**src/rtl/thread_fetch_pc.sv**
```systemverilog
// -----------------------------------------------------------------------------
// thread_fetch_pc
//
// Program-counter generator and thread selector for the two-thread core. Holds
// one fetch PC per thread and picks which thread fetches each cycle. Threads are
// interleaved round-robin. It can optionally switch away from a thread stalled
// for too long. Drives the fetch address straight into the i-cache.
//
// Ports:
//   clk           clock, all state on rising edge
//   rst_n         asynchronous active-low reset
//   stall         fetch stall from hazard control; current thread holds
//   thread_en     per-thread run enable (bit i = thread i)
//   redirect_we   load-PC write enable
//   redirect_pc   load-PC new address (low two bits dropped)
//   redirect_tid  load-PC target thread
//   pred_valid    branch prediction valid for the PC currently driven
//   pred_taken    prediction outcome, 1 = taken
//   pred_target   predicted target (low two bits dropped)
//   pred_tid      thread the prediction belongs to
//   pc            fetch address
//   pc_tid        fetch thread
//   pc_valid      fetch address is a real fetch (current thread enabled)
// -----------------------------------------------------------------------------
`ifndef ADDR_WIDTH
`define ADDR_WIDTH 32
`endif

module thread_fetch_pc #(
    parameter int unsigned              ADDR_WIDTH          = `ADDR_WIDTH,
    parameter logic [ADDR_WIDTH-1:0]    RESET_PC0           = 32'h0000_0000,
    parameter logic [ADDR_WIDTH-1:0]    RESET_PC1           = 32'h0000_1000,
    parameter int unsigned              SWITCH_STALL_CYCLES = 0
) (
    input  logic                  clk,
    input  logic                  rst_n,
    input  logic                  stall,
    input  logic [1:0]            thread_en,
    input  logic                  redirect_we,
    input  logic [ADDR_WIDTH-1:0] redirect_pc,
    input  logic                  redirect_tid,
    input  logic                  pred_valid,
    input  logic                  pred_taken,
    input  logic [ADDR_WIDTH-1:0] pred_target,
    input  logic                  pred_tid,
    output logic [ADDR_WIDTH-1:0] pc,
    output logic                  pc_tid,
    output logic                  pc_valid
);

    // Stall count at which the switch fires (count of earlier stalled edges).
    localparam logic [7:0] SWITCH_LAST = 8'(SWITCH_STALL_CYCLES - 1);
    localparam logic [ADDR_WIDTH-1:0] ALIGN_MASK = ~ADDR_WIDTH'(3);

    logic [ADDR_WIDTH-1:0] pc_r   [2];
    logic [ADDR_WIDTH-1:0] pc_nxt [2];
    logic                  cur_tid;
    logic                  tid_nxt;
    logic [7:0]            stall_cnt;
    logic [7:0]            cnt_nxt;

    logic advance;
    logic pred_hit;
    logic redirect_cur;
    logic other_en;

    assign pc       = pc_r[cur_tid];
    assign pc_tid   = cur_tid;
    assign pc_valid = thread_en[cur_tid];

    assign advance      = pc_valid & ~stall;
    assign pred_hit     = pred_valid & pred_taken & (pred_tid == cur_tid);
    assign redirect_cur = redirect_we & (redirect_tid == cur_tid);
    assign other_en     = thread_en[~cur_tid];

    // NOTE: every variable driven here gets a default first, so no path can
    // leave one unassigned and infer a latch.
    always_comb begin
        pc_nxt[0] = pc_r[0];
        pc_nxt[1] = pc_r[1];
        tid_nxt   = cur_tid;
        cnt_nxt   = stall_cnt;

        if (advance) begin
            pc_nxt[cur_tid] = pred_hit ? (pred_target & ALIGN_MASK)
                                       : pc_r[cur_tid] + ADDR_WIDTH'(4);
        end

        // Redirect is applied last so it overrides advance/prediction on the
        // same thread, while leaving the other thread's advance untouched.
        if (redirect_we) begin
            pc_nxt[redirect_tid] = redirect_pc & ALIGN_MASK;
        end

        if (advance || !pc_valid) begin
            // Normal thread select; also moves off a thread that was disabled.
            if (other_en) begin
                tid_nxt = ~cur_tid;
            end
            cnt_nxt = '0;
        end else begin
            // Stalled on a live thread.
            if (SWITCH_STALL_CYCLES == 0 || redirect_cur) begin
                // A redirect to the stalled thread gives it a fresh start.
                cnt_nxt = '0;
            end else if (stall_cnt == SWITCH_LAST && other_en) begin
                // Abandon the stalled thread; its PC is refetched later.
                tid_nxt = ~cur_tid;
                cnt_nxt = '0;
            end else if (stall_cnt != 8'hFF) begin
                cnt_nxt = stall_cnt + 8'd1;
            end
        end
    end

    // NOTE: sequential state uses non-blocking assignments so every register
    // samples the pre-edge values. The two-entry PC array is reset explicitly
    // because each thread must start at a defined address.
    always_ff @(posedge clk or negedge rst_n) begin
        if (!rst_n) begin
            pc_r[0]   <= RESET_PC0;
            pc_r[1]   <= RESET_PC1;
            cur_tid   <= 1'b0;
            stall_cnt <= '0;
        end else begin
            pc_r[0]   <= pc_nxt[0];
            pc_r[1]   <= pc_nxt[1];
            cur_tid   <= tid_nxt;
            stall_cnt <= cnt_nxt;
        end
    end

endmodule

```
**config.mk**
```make
export PLATFORM = sky130hd
export DESIGN_NAME = thread_fetch_pc
export DESIGN_NICKNAME = d
export VERILOG_FILES = /design/src/rtl/thread_fetch_pc.sv
export SDC_FILE = /design/constraint.sdc
export NUM_CORES = 1
export LEC_CHECK = 0
export BUFFER_PORTS_ARGS = -buffer_cell sky130_fd_sc_hd__buf_2
export CAP_MARGIN = 20
export CORE_MARGIN = 1
export CORE_UTILIZATION = 26
export CTS_CLUSTER_SIZE = 10
export DETAILED_ROUTE_END_ITERATION = 6
export PLACE_DENSITY = 0.46
export SETUP_SLACK_MARGIN = 0.05
export SLEW_MARGIN = 20
export SYNTH_ARGS = -nofsm -noshare
export SYNTH_HDL_FRONTEND = slang
export SYNTH_SLANG_ARGS = --single-unit
```
**constraint.sdc**
```tcl
create_clock -name clk -period 3.7 [get_ports clk]
set_input_delay 0.74 -clock clk [delete_from_list [all_inputs] [get_ports clk]]
set_output_delay 0.74 -clock clk [all_outputs]
set_load 0.03 [all_outputs]
```
==> results.tsv, run 1 <==
metric	value	unit
I/O pins	108	
CP startpoint kind	flop	
Setup Fix Bufs, Post-CTS	0	
grt ovf	0	
initial antenna violation count	0	
Mapped Cells	579	
register area share after synthesis	34.7	%
input/output buffers	103	
Inserted Clock Buffers	9	
post-route minimum period	3.06	ns
Area Growth Syn to Fin	24.2	%
Synth top area share	34.1	%
Detailed Place HPWL	13100	um
Die W	136	um
EDFF count, synth	0	
die height	136	um
vias	4975	
Pre-antenna DRT Iters	6	
ys async rst share	100	%
total wire length	18500	um
Netlist Area Pre-Place	4700	um^2
ys flop type	dfrtp_1	
WP data arrival	3.28	ns
Fmax	327	MHz
CORE AREA	17500	um^2
Initial Utilization	26.9	%
Max Clock Skew	0.0108	ns
Vias/cell	5.45	
most frequent cells in the layout	buf_2 (103), o21ai_0 (69), dfrtp_1 (63)	
later-pin clock latency in the skew report	0.34	ns
DRT iter0 DRCs	429	
PnR Total Power	0.00287	W
largest net degree at the start of global routing	36	
DIE AREA	18600	um^2
Placer Congestion	0.805	
CP max FO	25	
#FFs+latches synth	65	
RSZ-0062 raised after global routing	no	
Synthesized Nets	654	
Synth area leader	dfrtp_1	
ANT cells	0	
first-pass GRT wire length	28700	um
# rows	48	
crit path kind	reg -> reg	
global-route usage over all layers	20.6	%
fin crit share	82.6	%
post-DR wirelength/cell	20.2	um
slew margin rel.	22.4	%
Hold Buf Count CTS	0	
Mapped Avg Cell Area	8.11	um^2
Slew @ Worst Pin	1.16	ns
Total Neg Setup Slack	0	ns
max_cap viols	0	
DRT antenna net count	0	
layout net count	758	
# H-tree levels	3	
vias in the first global route	4925	
leading cell type in the layout, fill and taps excluded	buf_2	
power density over cell area	493	nW/um^2
ranking of synthesized cells by area	dfrtp_1 (34%), o21ai_0 (7.4%), mux2i_1 (5.8%)	
Post-CTS Resized	0	
Slew Limit Fails	0	
Leak	2.63	nW
Clock Root Buffer	clkbuf_16	
share of layout cells above drive strength 1	26.7	%
Cell variety after synth	60	
Final Hold Vio Count	0	
Max Root-Sink Buffers	2	
CP required	3.92	ns
count of final setup violators	0	
critical path capture point type	flop	
CTS tree	yes	
Clock Sink Count	65	
Max IR drop VDD	0.256	mV
Clock Pin Slew Worst Setup and Hold Paths	0.06	ns
number of synthesis warnings	0	
outcome	finished, final reports clean	
Remaining DRCs	0	
hold crit path type	in -> async	
-- cell usage after synthesis (all sizes together), types with 3 or more instances --
cell type	count
o21ai	71
a21oi	47
dfrtp	64
a211oi	11
xnor2	10
nand2	56
or3	9
and3b	3
a31oi	13
clkbuf	30
nand3b	10
mux2	22
o21a	4
mux2i	27
o22ai	3
nand2b	3
o31ai	6
buf	11
a21o	6
nor2	52
and2	8
nand3	28
inv	14
nor3	5
a22oi	3
and3	18
nand4	10
-- kinds of logic after synthesis --
kind of cell / share of synthesized area [%]
compound gates: 23.3
xor+xnor: 2.24
fa+ha+maj: 0.266
buf+inv: 5.19
flops: 34.7
mux: 11.0
simple gates: 23.3
-- stage by stage --
stage	util (%)	cell area [um^2]	hold WS (ns)	std cells	setup WS, ns
after floorplan	-	4700	0.444	579	0.880
after global placement	31.7	5550	0.466	896	0.758
after detailed placement	31.8	5560	0.474	897	0.679
after CTS	33.4	5830	0.448	913	0.644
after global routing	33.4	5830	0.484	913	0.445
final	33.4	5830	0.438	913	0.642
-- worst max-delay path: stages (launching register included) --
cell and delay (ns):
dfrtp_2 0.72, buf_4 0.36, mux2i_1 0.22, a211oi_2 0.34, nand4_1 0.19, buf_4 0.23
o31ai_1 0.31, a211oi_1 0.13, o41ai_1 0.42
-- registers in the layout, summed over array words and instances, names as in the netlist --
name / cells
pc_r: 64
pc_tid: 1
-- cell type report --
type / count / area (um^2)
Tap cell: 225 / 282
Clock buffer: 9 / 225
Fill cell: 1877 / 11600
Inverter: 14 / 52.6
Timing Repair Buffer: 134 / 768
Clock inverter: 7 / 47.5
Multi-Input combinational cell: 459 / 2830
Sequential cell: 65 / 1630
-- final timing paths --
path / end / start / depth (start not counted) / slack (ns)
worst min-delay path: pc_r[0] / rst_n / 1 / 0.44
min in group clk: pc_r[33] / pc_r[33] / 1 / 0.49
worst max-delay path: pc_r[31] / pc_tid / 8 / 0.64
max in group asynchronous: pc_r[58] / rst_n / 2 / 2.48
worst min register to register: pc_r[33] / pc_r[33] / 1 / 0.49
worst max register to register: pc_r[31] / pc_tid / 8 / 0.64
-- routing by layer --
layer / wire, um / vias up / GRT usage (%)
met5: 0 / - / 0
met4: 305 / 0 / 6.85
met3: 926 / 20 / 2.80
met2: 8650 / 181 / 33.6
met1: 8590 / 2447 / 27.8
li1: - / 2327 / -
-- report_power, final --
| group | total, W | switching [W] | internal (W) |
|---|---|---|---|
| logic | 0.00111 | 0.000702 | 0.000412 |
| clock network | 0.000800 | 0.000350 | 0.000450 |
| registers | 0.000961 | 0.000126 | 0.000835 |
(Power assumes the default switching activity.)
==> inputs of run 2 (changes only) <==
--- a/config.mk
+++ b/config.mk
@@ -11,7 +11,7 @@
 export CORE_UTILIZATION = 26
 export CTS_CLUSTER_SIZE = 10
 export DETAILED_ROUTE_END_ITERATION = 6
-export PLACE_DENSITY = 0.46
+export PLACE_DENSITY = 0.48
 export SETUP_SLACK_MARGIN = 0.05
 export SLEW_MARGIN = 20
 export SYNTH_ARGS = -nofsm -noshare
==> constraint.sdc (replaced) <==
create_clock -name clk -period 2.5 [get_ports clk]
set_input_delay 0.5 -clock clk [delete_from_list [all_inputs] [get_ports clk]]
set_output_delay 0.5 -clock clk [all_outputs]
set_load 0.03 [all_outputs]
==> run 2 against run 1 <==
Net effect: sequential share of layout area decreased by 3.5 points; register-to-register slack worse by 0.56 ns; non-clock buffer count up 50; combinational power rose by 77%; die area stayed put; worst hold slack got worse by 0.25 ns; power is 65% higher; largest cell class unchanged; clock skew barely moved.
==> results.tsv, run 2 (synthesis results as in run 1) <==
metric	value	unit	change
outcome	finished, final reports clean		unchanged
Worst R2R End	pc_r[18]		was pc_r[31]
max_cap viols	0		unchanged
CTS tree	yes		unchanged
Die W	136	um	unchanged
Leak	3.00	nW	was 2.63 nW
post-DR wirelength/cell	19.5	um	was 20.2 um
Clock power frac	28.6	%	was 27.8%
Area Growth Syn to Fin	41.9	%	was 24.2%
R2R Setup Slk	0.08	ns	was 0.64 ns
Post-Route Utilization	38.1	%	was 33.4%
Clock Root Buffer	clkbuf_16		unchanged
Max Clock Skew	0.0104	ns	was 0.0108 ns
CORE AREA	17500	um^2	unchanged
count of final setup violators	0		unchanged
layout net count	808		was 758
worst r2r src	pc_tid		unchanged
switch share	37.8	%	was 40.9%
PnR Total Power	0.00474	W	was 0.00287 W
Clock Pin Slew Worst Setup and Hold Paths	0.06	ns	about the same
I/O pins	108		unchanged
Comb power frac	41.5	%	was 38.8%
post-route minimum period	2.42	ns	was 3.06 ns
sequential share of power	29.9	%	was 33.4%
# rows	48		unchanged
cells on worst reg2reg path	10		was 8
crit path kind	reg -> reg		unchanged
power density over cell area	711	nW/um^2	was 493 nW/um^2
Slew Limit Fails	0		unchanged
input/output buffers	103		unchanged
Power Internal	0.00295	W	was 0.00170 W
ANT cells	0		unchanged
CP startpoint	pc_tid		unchanged
CP max FO	8		was 25
initial antenna violation count	0		unchanged
DIE AREA	18600	um^2	unchanged
# H-tree levels	3		unchanged
Placer Congestion	0.864		was 0.805
Fmax	414	MHz	was 327 MHz
first-pass GRT wire length	28700	um	about the same
slew margin rel.	55.1	%	was 22.4%
vias	5180		was 4975
global-route usage over all layers	20.5	%	was 20.6%
Inserted Clock Buffers	9		unchanged
Switching Power	0.00179	W	was 0.00118 W
vias in the first global route	5140		was 4925
Max Root-Sink Buffers	2		unchanged
# fillers	1771		was 1877
CP startpoint kind	flop		unchanged
Top reg by flops	pc_r		unchanged
RSZ-0062 raised after global routing	yes		was no
Detailed Place HPWL	12900	um	was 13100 um
Final Hold Vio Count	0		unchanged
Remaining DRCs	0		unchanged
most frequent cells in the layout	buf_2 (103), dfrtp_1 (63), buf_4 (63)		was buf_2 (103), o21ai_0 (69), dfrtp_1 (63)
Placed Cells	928		was 897
later-pin clock latency in the skew report	0.33	ns	was 0.34 ns
Clock Sink Count	65		unchanged
Initial Utilization	26.9	%	unchanged
DRT antenna net count	0		unchanged
fin crit share	96.6	%	was 82.6%
critical path capture point type	flop		unchanged
WP data arrival	2.63	ns	was 3.28 ns
Pre-antenna DRT Iters	5		was 6
Non-Filler Instances	963		was 913
leading cell type in the layout, fill and taps excluded	buf_2		unchanged
Vias/cell	5.38		was 5.45
total wire length	18800	um	was 18500 um
DRT iter0 DRCs	394		was 429
CP required	2.71	ns	was 3.92 ns
Fin Hold WS	0.189	ns	was 0.438 ns
Largest register FFs	64		unchanged
largest net degree at the start of global routing	66		was 36
grt ovf	0		unchanged
Max IR drop VDD	0.303	mV	was 0.256 mV
hold crit path type	in -> async		unchanged
die height	136	um	unchanged
Slew @ Worst Pin	0.674	ns	was 1.16 ns
share of layout cells above drive strength 1	35.8	%	was 26.7%
==> run 2: changes by cell type in the layout (fill, tap and decap cells not counted), sizes merged <==
cell,previous run,this run
clkbuf,9,16
clkinv,2,1
buf,134,182
bufinv,0,1
clkinvlp,5,0
==> run 2: power by group through the flow <==
stage / sequential, W / clock [W] / combinational (W)
floorplan: 0.00136 / 0 / 0.00116
global placement: 0.00142 / 0 / 0.00174
detailed placement: 0.00142 / 0 / 0.00176
CTS: 0.00141 / 0.00137 / 0.00182
global route: 0.00144 / 0.00142 / 0.00214
finish: 0.00142 / 0.00135 / 0.00197
==> run 2: worst max path at each step <==
stage,to,slack (ns)
floorplan,pc_r[54],0.04
global placement,pc_r[9],-0.16
detailed placement,pc_r[9],-0.19
CTS,pc[24],0.01
global route,pc_r[18],-0.03
finish,pc_r[18],0.08
==> run 2: critical path, stage by stage, from the launching register on <==
cell and delay [ns]:
dfrtp_2 0.44, buf_4 0.18, mux2i_4 0.21, inv_2 0.07, ha_2 0.20, inv_2 0.07
a21oi_4 0.20, nand4_4 0.22, or3_4 0.39, a31oi_4 0.20, o21ai_0 0.11
==> run 2: layout make-up <==
class	instances	area [um^2]	area share, %
flip-flops and latches	65	1630	24.4
multi-input cells	459	3080	46.2
well taps	225	282	4.22
repair buffers	184	1310	19.6
clock inverters	2	35.0	0.526
inverters	14	52.6	0.788
clock buffers	14	284	4.26
==> run 2: stage by stage <==
stage | instance area [um^2] | TNS, ns | setup slack, ns
6_report | 6670 | 0 | 0.0844
5_1_grt | 6670 | -0.0592 | -0.0319
4_1_cts | 6320 | 0 | 0.0133
3_5_place_dp | 5880 | -1.71 | -0.190
3_3_place_gp | 5880 | -1.65 | -0.160
2_1_floorplan | 4720 | 0 | 0.0408
==> run 2: what timing repair did <==
item / in CTS / in global routing
cloned: 0 / 2
pin swaps: 3 / 14
buffers inserted: 6 / 11
resized for setup: 13 / 44
hold endpoints to repair: 0 / 0
hold buffers: 0 / 0
setup endpoints to repair: 51 / 37
==> run 2: metal layers <==
metal	up-vias	part of all wire (%)	track usage [%]
met5	-	0	0
met1	2514	45	28.0
li1	2423	-	-
met3	30	6.5	3.47
met4	0	2.0	6.42
met2	213	47	32.7
